==> src/rtl/e203_ifu_bht_pkg.sv <==
// Shared BHT definitions: 2-bit counter encodings, saturating update and the
// table index function used by the BHT, EXU-side logic and checkers alike.
package e203_ifu_bht_pkg;

  typedef enum logic [1:0] {
    CNT_SNT = 2'b00,
    CNT_WNT = 2'b01,
    CNT_WT  = 2'b10,
    CNT_ST  = 2'b11
  } bht_cnt_e;

  localparam logic [1:0] CNT_RST = CNT_WNT;

  function automatic logic [1:0] cnt_sat(input logic [1:0] cnt, input logic taken);
    logic [1:0] nxt;
    nxt = cnt;
    if (taken && (cnt != CNT_ST)) begin
      nxt = cnt + 2'd1;
    end else if (!taken && (cnt != CNT_SNT)) begin
      nxt = cnt - 2'd1;
    end
    return nxt;
  endfunction

  // Caller truncates to idx_w bits: the low bits are pc[idx_w:1] XOR the
  // history left-aligned into the index field (zero-padded below).
  function automatic logic [31:0] bht_idx(input logic [31:0] pc, input logic [31:0] ghr,
                                          input int idx_w, input int hist_w);
    return (pc >> 1) ^ (ghr << (idx_w - hist_w));
  endfunction

endpackage

==> src/rtl/e203_ifu_bht_if.sv <==
// IFU lookup / EXU writeback / flush bundle of the branch history table.
interface e203_ifu_bht_if #(
  parameter int PC_SIZE   = 32,
  parameter int MIS_CNT_W = 16
);
  logic                 lkup_vld;
  logic [PC_SIZE-1:0]   lkup_pc;
  logic                 prdt_taken;
  logic                 bht_ready;
  logic                 upd_vld;
  logic [PC_SIZE-1:0]   upd_pc;
  logic                 upd_taken;
  logic                 upd_mis;
  logic                 flush_req;
  logic [MIS_CNT_W-1:0] mis_cnt;

  modport master (
    output lkup_vld, lkup_pc, upd_vld, upd_pc, upd_taken, upd_mis, flush_req,
    input  prdt_taken, bht_ready, mis_cnt
  );

  modport slave (
    input  lkup_vld, lkup_pc, upd_vld, upd_pc, upd_taken, upd_mis, flush_req,
    output prdt_taken, bht_ready, mis_cnt
  );
endinterface

==> src/rtl/e203_ifu_bht_cnt2.sv <==
// One BHT entry: 2-bit saturating counter with synchronous re-init.
module e203_ifu_bht_cnt2
  import e203_ifu_bht_pkg::*;
(
  input  logic       clk,
  input  logic       rst,
  input  logic       init_i,
  input  logic       we_i,
  input  logic       taken_i,
  output logic [1:0] cnt_o
);

  logic [1:0] cnt_q;

  always_ff @(posedge clk or posedge rst) begin
    if (rst) begin
      cnt_q <= CNT_RST;
    end else if (init_i) begin
      cnt_q <= CNT_RST;
    end else if (we_i) begin
      cnt_q <= cnt_sat(cnt_q, taken_i);
    end
  end

  assign cnt_o = cnt_q;

endmodule

==> src/rtl/e203_ifu_bht.sv <==
// Branch history table for the IFU lite predictor: combinational lookup,
// one-cycle registered training, optional gshare history and mispredict count.
module e203_ifu_bht
  import e203_ifu_bht_pkg::*;
#(
  parameter int PC_SIZE   = 32,
  parameter int IDX_W     = 4,
  parameter int HIST_W    = 4,
  parameter int MIS_CNT_W = 16
) (
  input  logic              clk,
  input  logic              rst,
  e203_ifu_bht_if.slave     bht_if
);

  localparam int ENTRIES = 1 << IDX_W;
  localparam int GHR_W   = (HIST_W > 0) ? HIST_W : 1;

  logic [GHR_W-1:0]     ghr_q, ghr_d;
  logic                 u_vld_q, u_taken_q, u_mis_q;
  logic [IDX_W-1:0]     u_idx_q;
  logic [MIS_CNT_W-1:0] mis_cnt_q;
  logic                 flush_dly_q;

  logic [IDX_W-1:0]     upd_idx, lk_idx;
  logic [1:0]           cnt_w [ENTRIES];
  logic [1:0]           u_post, lk_cnt;
  logic                 ready;

  assign upd_idx = IDX_W'(bht_idx(32'(bht_if.upd_pc), 32'(ghr_q), IDX_W, HIST_W));
  assign lk_idx  = IDX_W'(bht_idx(32'(bht_if.lkup_pc), 32'(ghr_q), IDX_W, HIST_W));

  generate
    if (HIST_W > 0) begin : g_ghr
      assign ghr_d = GHR_W'({ghr_q, u_taken_q});
    end else begin : g_no_ghr
      assign ghr_d = '0;
    end
  endgenerate

  // Flush outranks everything, including a writeback arriving the same cycle.
  always_ff @(posedge clk or posedge rst) begin
    if (rst) begin
      ghr_q       <= '0;
      u_vld_q     <= 1'b0;
      u_idx_q     <= '0;
      u_taken_q   <= 1'b0;
      u_mis_q     <= 1'b0;
      mis_cnt_q   <= '0;
      flush_dly_q <= 1'b0;
    end else begin
      flush_dly_q <= bht_if.flush_req;
      if (bht_if.flush_req) begin
        u_vld_q   <= 1'b0;
        ghr_q     <= '0;
        mis_cnt_q <= '0;
      end else begin
        u_vld_q <= bht_if.upd_vld;
        if (bht_if.upd_vld) begin
          u_idx_q   <= upd_idx;
          u_taken_q <= bht_if.upd_taken;
          u_mis_q   <= bht_if.upd_mis;
        end
        if (u_vld_q) begin
          ghr_q <= ghr_d;
          if (u_mis_q && (mis_cnt_q != '1)) begin
            mis_cnt_q <= mis_cnt_q + MIS_CNT_W'(1);
          end
        end
      end
    end
  end

  // Each entry re-reads its own value at write time, so back-to-back updates
  // to one index chain naturally.
  generate
    for (genvar gi = 0; gi < ENTRIES; gi++) begin : g_cnt
      e203_ifu_bht_cnt2 u_cnt (
        .clk     (clk),
        .rst     (rst),
        .init_i  (bht_if.flush_req),
        .we_i    (u_vld_q && (u_idx_q == IDX_W'(gi))),
        .taken_i (u_taken_q),
        .cnt_o   (cnt_w[gi])
      );
    end
  endgenerate

  assign u_post = cnt_sat(cnt_w[u_idx_q], u_taken_q);
  assign lk_cnt = (u_vld_q && (lk_idx == u_idx_q)) ? u_post : cnt_w[lk_idx];
  assign ready  = ~(bht_if.flush_req | flush_dly_q);

  assign bht_if.prdt_taken = bht_if.lkup_vld & ready & lk_cnt[1];
  assign bht_if.bht_ready  = ready;
  assign bht_if.mis_cnt    = mis_cnt_q;

endmodule
==> src/flat_wrapper.sv <==
// flat-port wrapper written by rule: the top's interface ports become plain ports
module e203_ifu_bht_flat import e203_ifu_bht_pkg::*;
#(
  parameter int PC_SIZE   = 32,
  parameter int IDX_W     = 4,
  parameter int HIST_W    = 4,
  parameter int MIS_CNT_W = 16
)
  (clk, rst, bht_if_lkup_vld, bht_if_lkup_pc, bht_if_upd_vld, bht_if_upd_pc, bht_if_upd_taken, bht_if_upd_mis, bht_if_flush_req, bht_if_prdt_taken, bht_if_bht_ready, bht_if_mis_cnt);
  e203_ifu_bht_if #(.PC_SIZE(PC_SIZE), .MIS_CNT_W(MIS_CNT_W)) bht_if_i ();
  input  logic clk;
  input  logic rst;
  input wire logic [$bits(bht_if_i.lkup_vld)-1:0] bht_if_lkup_vld;
  input wire logic [$bits(bht_if_i.lkup_pc)-1:0] bht_if_lkup_pc;
  input wire logic [$bits(bht_if_i.upd_vld)-1:0] bht_if_upd_vld;
  input wire logic [$bits(bht_if_i.upd_pc)-1:0] bht_if_upd_pc;
  input wire logic [$bits(bht_if_i.upd_taken)-1:0] bht_if_upd_taken;
  input wire logic [$bits(bht_if_i.upd_mis)-1:0] bht_if_upd_mis;
  input wire logic [$bits(bht_if_i.flush_req)-1:0] bht_if_flush_req;
  output wire logic [$bits(bht_if_i.prdt_taken)-1:0] bht_if_prdt_taken;
  output wire logic [$bits(bht_if_i.bht_ready)-1:0] bht_if_bht_ready;
  output wire logic [$bits(bht_if_i.mis_cnt)-1:0] bht_if_mis_cnt;
  assign bht_if_i.lkup_vld = bht_if_lkup_vld;
  assign bht_if_i.lkup_pc = bht_if_lkup_pc;
  assign bht_if_i.upd_vld = bht_if_upd_vld;
  assign bht_if_i.upd_pc = bht_if_upd_pc;
  assign bht_if_i.upd_taken = bht_if_upd_taken;
  assign bht_if_i.upd_mis = bht_if_upd_mis;
  assign bht_if_i.flush_req = bht_if_flush_req;
  assign bht_if_prdt_taken = bht_if_i.prdt_taken;
  assign bht_if_bht_ready = bht_if_i.bht_ready;
  assign bht_if_mis_cnt = bht_if_i.mis_cnt;
  e203_ifu_bht #(.PC_SIZE(PC_SIZE), .IDX_W(IDX_W), .HIST_W(HIST_W), .MIS_CNT_W(MIS_CNT_W)) u_core (.clk(clk), .rst(rst), .bht_if(bht_if_i));
endmodule
==> config.mk <==
export PLATFORM = sky130hd
export DESIGN_NAME = e203_ifu_bht_flat
export DESIGN_NICKNAME = d
export VERILOG_FILES = /design/src/rtl/e203_ifu_bht_pkg.sv /design/src/rtl/e203_ifu_bht_if.sv /design/src/rtl/e203_ifu_bht_cnt2.sv /design/src/rtl/e203_ifu_bht.sv /design/src/flat_wrapper.sv
export SDC_FILE = /design/constraint.sdc
export NUM_CORES = 1
export LEC_CHECK = 0
export CAP_MARGIN = 20
export CORE_UTILIZATION = 55
export CTS_CLUSTER_SIZE = 40
export DETAILED_ROUTE_END_ITERATION = 6
export DONT_BUFFER_PORTS = 1
export PLACE_DENSITY = 0.68
export SYNTH_ARGS = -nofsm -noshare
export SYNTH_HDL_FRONTEND = slang
export SYNTH_SLANG_ARGS = --single-unit
export TNS_END_PERCENT = 50
==> constraint.sdc <==
create_clock -name clk -period 5 [get_ports clk]
set_clock_uncertainty 0.15 [all_clocks]
set_input_delay 1.5 -clock clk [delete_from_list [all_inputs] [get_ports clk]]
set_output_delay 1.5 -clock clk [all_outputs]
set_load 0.01 [all_outputs]
**Yosys cells after proc, flatten, opt, wreduce, memory -nomap -nowiden**

Cells that the tools add are included.

- Latch bits: 0
- Register bits: 60
- Memories: 0
- RAM bits: 0
- Bits of input ports: 71
- Memory bits (read-only): 0

- Multipliers: 0
- Order comparisons: 2
- Multiplexer cells: 79
- Div/mod/pow operators: 0
- Bitwise operators: 9
- Equality and inequality tests: 34
- $add $sub $neg: 35
- Shifts and indexed selects: 0
- Reduce and logical (&&, ||, !) cells: 123

Operators with widths:

| cell | number |
|---|---|
| $mux W2 | 71 |
| $reduce_bool A2 Y1 | 35 |
| $logic_and A1 B1 Y1 | 52 |
| $mux W16 | 3 |
| $reduce_bool A3 Y1 | 16 |
| $reduce_and A2 Y1 | 18 |
| $add A2 B1 Y2 const B | 17 |
| $ne A2 B2 Y1 const B | 17 |
| $sub A2 B1 Y2 const B | 17 |
| $eq A4 B4 Y1 const B | 8 |
| $add A16 B1 Y16 const B | 1 |
| $bmux W2 S4 | 2 |
| $eq A4 B3 Y1 const B | 4 |
| $ne A16 B16 Y1 const B | 1 |
| $ge A5 B5 Y1 const B | 2 |
| $not A4 Y5 | 2 |
| $eq A4 B2 Y1 const B | 2 |
| $mux W4 | 2 |
| $xor A4 B4 Y4 | 2 |
| $eq A4 B1 Y1 const B | 1 |
| $eq A4 B4 Y1 | 1 |
| $logic_not A4 Y1 | 1 |
| $and A1 B1 Y1 | 2 |
| $not A1 Y1 | 2 |
| other kinds (3) | 3 |

**Logic depth before layout (Yosys ltp)**

- Depth in word-level cells: 10
- Gate-level depth with buffers: 11
- Gate-level depth less buffers: 10

**Cells and area by module**

From an unflattened synthesis, not the netlist that was laid out.

- Cells, all modules: 398
- Area, all modules: 3946.3 um2

Modules (own cells, without submodules):

| module | cells an instance | area an instance (um2) | times used |
|---|---|---|---|
| e203_ifu_bht | 206 | 2024.4 | 1 |
| e203_ifu_bht_cnt2 | 12 | 120.1 | 16 |

**Least setup slack after synthesis**

No wires, ideal clock.

- Path kind: input port to output port
- Start point: input port bht_if_lkup_pc[2]
- End point: output port bht_if_prdt_taken
- Slack: 0.304 ns
- Stages: 5
- Data arrival time: 3.046 ns
- Cell sequence: xnor2_1 mux4_1 mux2i_1 nor3_1 o311a_1

- Word-level cells in the longest chain between the ends: 7
- Elaborated cells between the ends (all ways): 9

Ends and longest elaborated chain:

| what | RTL line | RTL |
|---|---|---|
| start, declared | flat_wrapper.sv:14 | `input wire logic [$bits(bht_if_i.lkup_pc)-1:0] bht_if_lkup_pc;` |
| $xor A4 B4 Y4 * | e203_ifu_bht_pkg.sv:29 | `return (pc >> 1) ^ (ghr << (idx_w - hist_w));` |
| $not A4 Y5 (implied by the code) | e203_ifu_bht.sv:90 | `assign lk_cnt = (u_vld_q && (lk_idx == u_idx_q)) ? u_post : cnt_w[lk_idx];` |
| $bmux W2 S4 | e203_ifu_bht.sv:90 |  |
| $mux W2 (implied by the code) (2 in series) | e203_ifu_bht.sv:90 |  |
| $mux W2 * | e203_ifu_bht.sv:90 |  |
| $and A1 B1 Y1 * | e203_ifu_bht.sv:93 | `assign bht_if.prdt_taken = bht_if.lkup_vld & ready & lk_cnt[1];` |
| end, declared | flat_wrapper.sv:20 | `output wire logic [$bits(bht_if_i.prdt_taken)-1:0] bht_if_prdt_taken;` |

Every way passes the cells marked *; elsewhere a longest branch is shown, timed or not. The select of a mux whose other input is x is not followed.

**Worst setup path after layout**

- Start point: register u_core.u_idx_q[0]
- End point: output port bht_if_prdt_taken

- Word-level cells in the longest chain between the ends: 10
- Elaborated cells between the ends (all ways): 16

Ends and longest elaborated chain:

| what | RTL line | RTL |
|---|---|---|
| start, declared | e203_ifu_bht.sv:21 | `logic [IDX_W-1:0] u_idx_q;` |
| start signal, assigned | e203_ifu_bht.sv:60 | `u_idx_q <= upd_idx;` |
| branches (longest 8 deep; another with $sub A2 B1 Y2) | -- |  |
| $mux W2 * | e203_ifu_bht.sv:90 |  |
| $and A1 B1 Y1 * | e203_ifu_bht.sv:93 |  |

Every way passes the cells marked *. The select of a mux whose other input is x is not followed.

==> impl_metrics.yaml <==
setup_path:
  r2r_slack_ns: 2.56
  critical_path_class: "reg2out"
  r2r-start: "u_core.u_vld_q"
  r2r_end: "u_core.g_cnt[3].u_cnt.cnt_o[1]"
  endpoint_kind: "primary output"
  arrival_ns: 3.14
  critPathMaxFanout: 9
  reg2reg_depth: 5
  cp-start-kind: "flop"
  crit_required_ns: 3.35
synthesis:
  synth-compound-area-share_pct: 13.1
  synthTopCellsByCount: "dfrtp_1, nor2_1, nand2_1"
  synth_fa_ha_area_share_pct: 3.15
  synth-warning-count: 0
  netlist-cell-type-count: 48
  synth_edf_count: 0
  avgSynthCellArea_sq_um: 9.39
  synth_mux_area_share_pct: 11.5
  yosysMostFrequentCell: "dfrtp_1"
  yosysSeqAreaShare_pct: 40.8
  ys_async_sr_fraction_pct: 100
  ys.flop_type: "dfrtp_1"
  syn_nets: 471
  synth_top_family_by_area: "simple AND/OR/NAND/NOR gates"
  synth_top_area_share_pct: 29.5
  synthSimpleGateAreaFrac_pct: 20.7
  synth_area_sq_um: 3730
  syn_inst: 397
  synth-seq-cells: 60
  synth_area_leaders: "dfrtp_1, dfstp_2, mux4_2"
  yosys.area.top_type: "dfrtp_1"
  yosys.area_share.xor_xnor_pct: 5.87
outcome:
  violations: "DRC"
  status: "finished with violations"
sta:
  finalWorstSetupSlack_ns: 0.211
  slew_violations: 0
  setup-tns-final_ns: 0
  fmax_ghz: 0.209
  period_share_pct: 95.8
  period_needed_ns: 4.79
  grt_setup_unrepaired: "false"
  whs_ns: 0.355
  final-setup-viol-count: 0
  max_slew.worst_pin.slew_ns: 0.932
  slew_headroom_pct: 37.7
  hold_violations: 0
clock_network:
  insertion_delay_ns: 0.34
  cts_resized: 0
  ctsLongestPathBuffers: 2
  numCtsBuffers: 9
  post-cts-setup-buffer-count: 0
  ctsHoldBuffers: 0
  cts_tree: "built"
  h-tree-depth: 3
  clk_pin_slew_ns: 0.07
  clock_sinks: 60
  cts_root_buf: "clkbuf_8"
place:
  place.gp.congestion: 0.792
  dp.cells: 456
  hpwl_mm: 5.72
  place_ws_ns: 0.354
  portBuffers: 0
power_and_ir_drop:
  ir_drop_mv: 0.156
  power_density_nw_per_um2: 282
  power.leakage_uw: 0.00163
  fin_total_pwr_uw: 1110
hold_path:
  min-delay-start: "u_core.u_mis_q"
  hp-class: "reg2reg"
  hold-path-cell-count: 1
  min_to: "u_core.u_mis_q"
floorplan:
  die_h_microns: 84.3
  ioPinCount: 89
  die_area_sq_um: 7110
  die_w_microns: 84.3
  initial_core_util_pct: 57.7
  coreArea_sq_um: 6460
  num_rows: 29
grt:
  busiest_layer: "met2"
  grt_antenna_before_repair: 0
  grt_max_degree: 45
  grt_pass1_wl_mm: 14.1
  globalRouteOverflowTotal: 0
  use_met1_pct: 36.4
  track_usage_pct: 25.6
  grt_pass1_vias: 2785
  grt_use_met2_pct: 39.9
  grt.met3_usage_pct: 5.31
drt:
  firstDrtPassIters: 7
  postRouteAntennaNets: 0
  drcViolationCount: 8
  drt_iter0_drc: 176
  drt_wl_total_mm: 8.44
  viasPerCell: 6.21
  wire_per_inst_microns: 17.8
  vias: 2938
cells_and_area:
  area_growth_pct: 6.07
  instances_no_fill: 473
  final_nets: 465
  antenna_cells: 0
  drive_above_1_share_pct: 16.2
job:
  max_cap_violations: 0
## through the flow
| stage | utilization, % | cell area [sq um] |
|---|---|---|
| 2_1_floorplan | - | 3730 |
| 5_1_grt | 61.2 | 3960 |
| 6_report | 61.2 | 3960 |
| 4_1_cts | 60.9 | 3930 |
| 3_5_place_dp | 58.3 | 3760 |
| 3_3_place_gp | 58.3 | 3760 |
## layer usage
layer  wire (microns)  vias to the layer above
met5                0                        -
li1                 -                     1408
met4               92                        0
met2             3900                       61
met1             4100                     1461
met3              344                        8
## worst max path at each step
stage                       from                end  slack (ns)  cells past startpoint
2_1_floorplan  bht_if_lkup_pc[2]  bht_if_prdt_taken        0.30                      5
3_3_place_gp   bht_if_lkup_pc[2]  bht_if_prdt_taken        0.36                      6
3_5_place_dp   bht_if_lkup_pc[2]  bht_if_prdt_taken        0.35                      6
4_1_cts        u_core.u_idx_q[3]  bht_if_prdt_taken        0.13                      9
5_1_grt        u_core.u_idx_q[3]  bht_if_prdt_taken        0.10                      9
6_report       u_core.u_idx_q[0]  bht_if_prdt_taken        0.21                      7
## sequential cells by signal (all words and copies together), names as in the netlist
register                  count
u_core.u_vld_q                1
u_core.u_idx_q                4
u_core.ghr_q                  4
u_core.u_taken_q              1
u_core.bht_if.mis_cnt        16
u_core.g_cnt.u_cnt.cnt_o     32
u_core.u_mis_q                1
u_core.flush_dly_q            1
## power breakdown
part	switching [uW]	total, uW	internal (uW)
clock	194	384	190
combinational	103	182	78.6
sequential	37.8	549	511
## worst max-delay path, stage by stage, from the launching register on
cell and delay (ns):
dfrtp_1 0.61, mux4_2 0.58, mux4_2 0.51, ha_1 0.21
mux2_2 0.28, nor3b_2 0.15, and4b_1 0.24, o311a_1 0.21
## placed cells by master, fill, tap and decap left out, drive strengths merged, types with 2 or more instances in the layout
cell type / synthesis / final
and3: 8 / 8
xnor2: 24 / 24
maj3: 8 / 8
buf: 8 / 9
dfstp: 16 / 16
dfrtp: 44 / 44
mux4: 13 / 13
mux2i: 7 / 7
nor4: 10 / 10
and2: 2 / 2
nor2: 43 / 43
nor2b: 2 / 2
and4: 4 / 4
or3: 2 / 2
nand3b: 4 / 4
a21oi: 32 / 32
nand4: 3 / 3
o211ai: 2 / 2
mux2: 5 / 5
o311ai: 2 / 2
o221ai: 2 / 2
nor3: 6 / 6
inv: 16 / 16
nand2: 35 / 35
o31ai: 8 / 8
o21ai: 34 / 34
ha: 3 / 3
nand2b: 4 / 4
or2: 2 / 2
clkinv: 0 / 4
a311o: 2 / 2
clkbuf: 18 / 11
nand3: 14 / 14
nor3b: 6 / 6
## kinds of logic (layout without fill, tap and decap cells)
| group | after synthesis | after routing |
|---|---|---|
| and+or+nand+nor | 149 | 149 |
| buffers and inverters | 42 | 41 |
| adders and majority gates | 11 | 11 |
| xor gates and xnor gates | 25 | 25 |
| DFF | 60 | 60 |
| muxes | 25 | 25 |
| AOI/OAI and AO/OA | 85 | 85 |
## area by class of cell
class	instances	area (sq um)
fill	565	2500
multi-input combinational	295	2030
sequential	60	1520
clock buffer	11	141
tap	77	96.3
timing repair buffer	9	80.1
inverter	16	60.1
clock inverter	5	27.5
No activity file was read; power rests on OpenSTA's default activity.
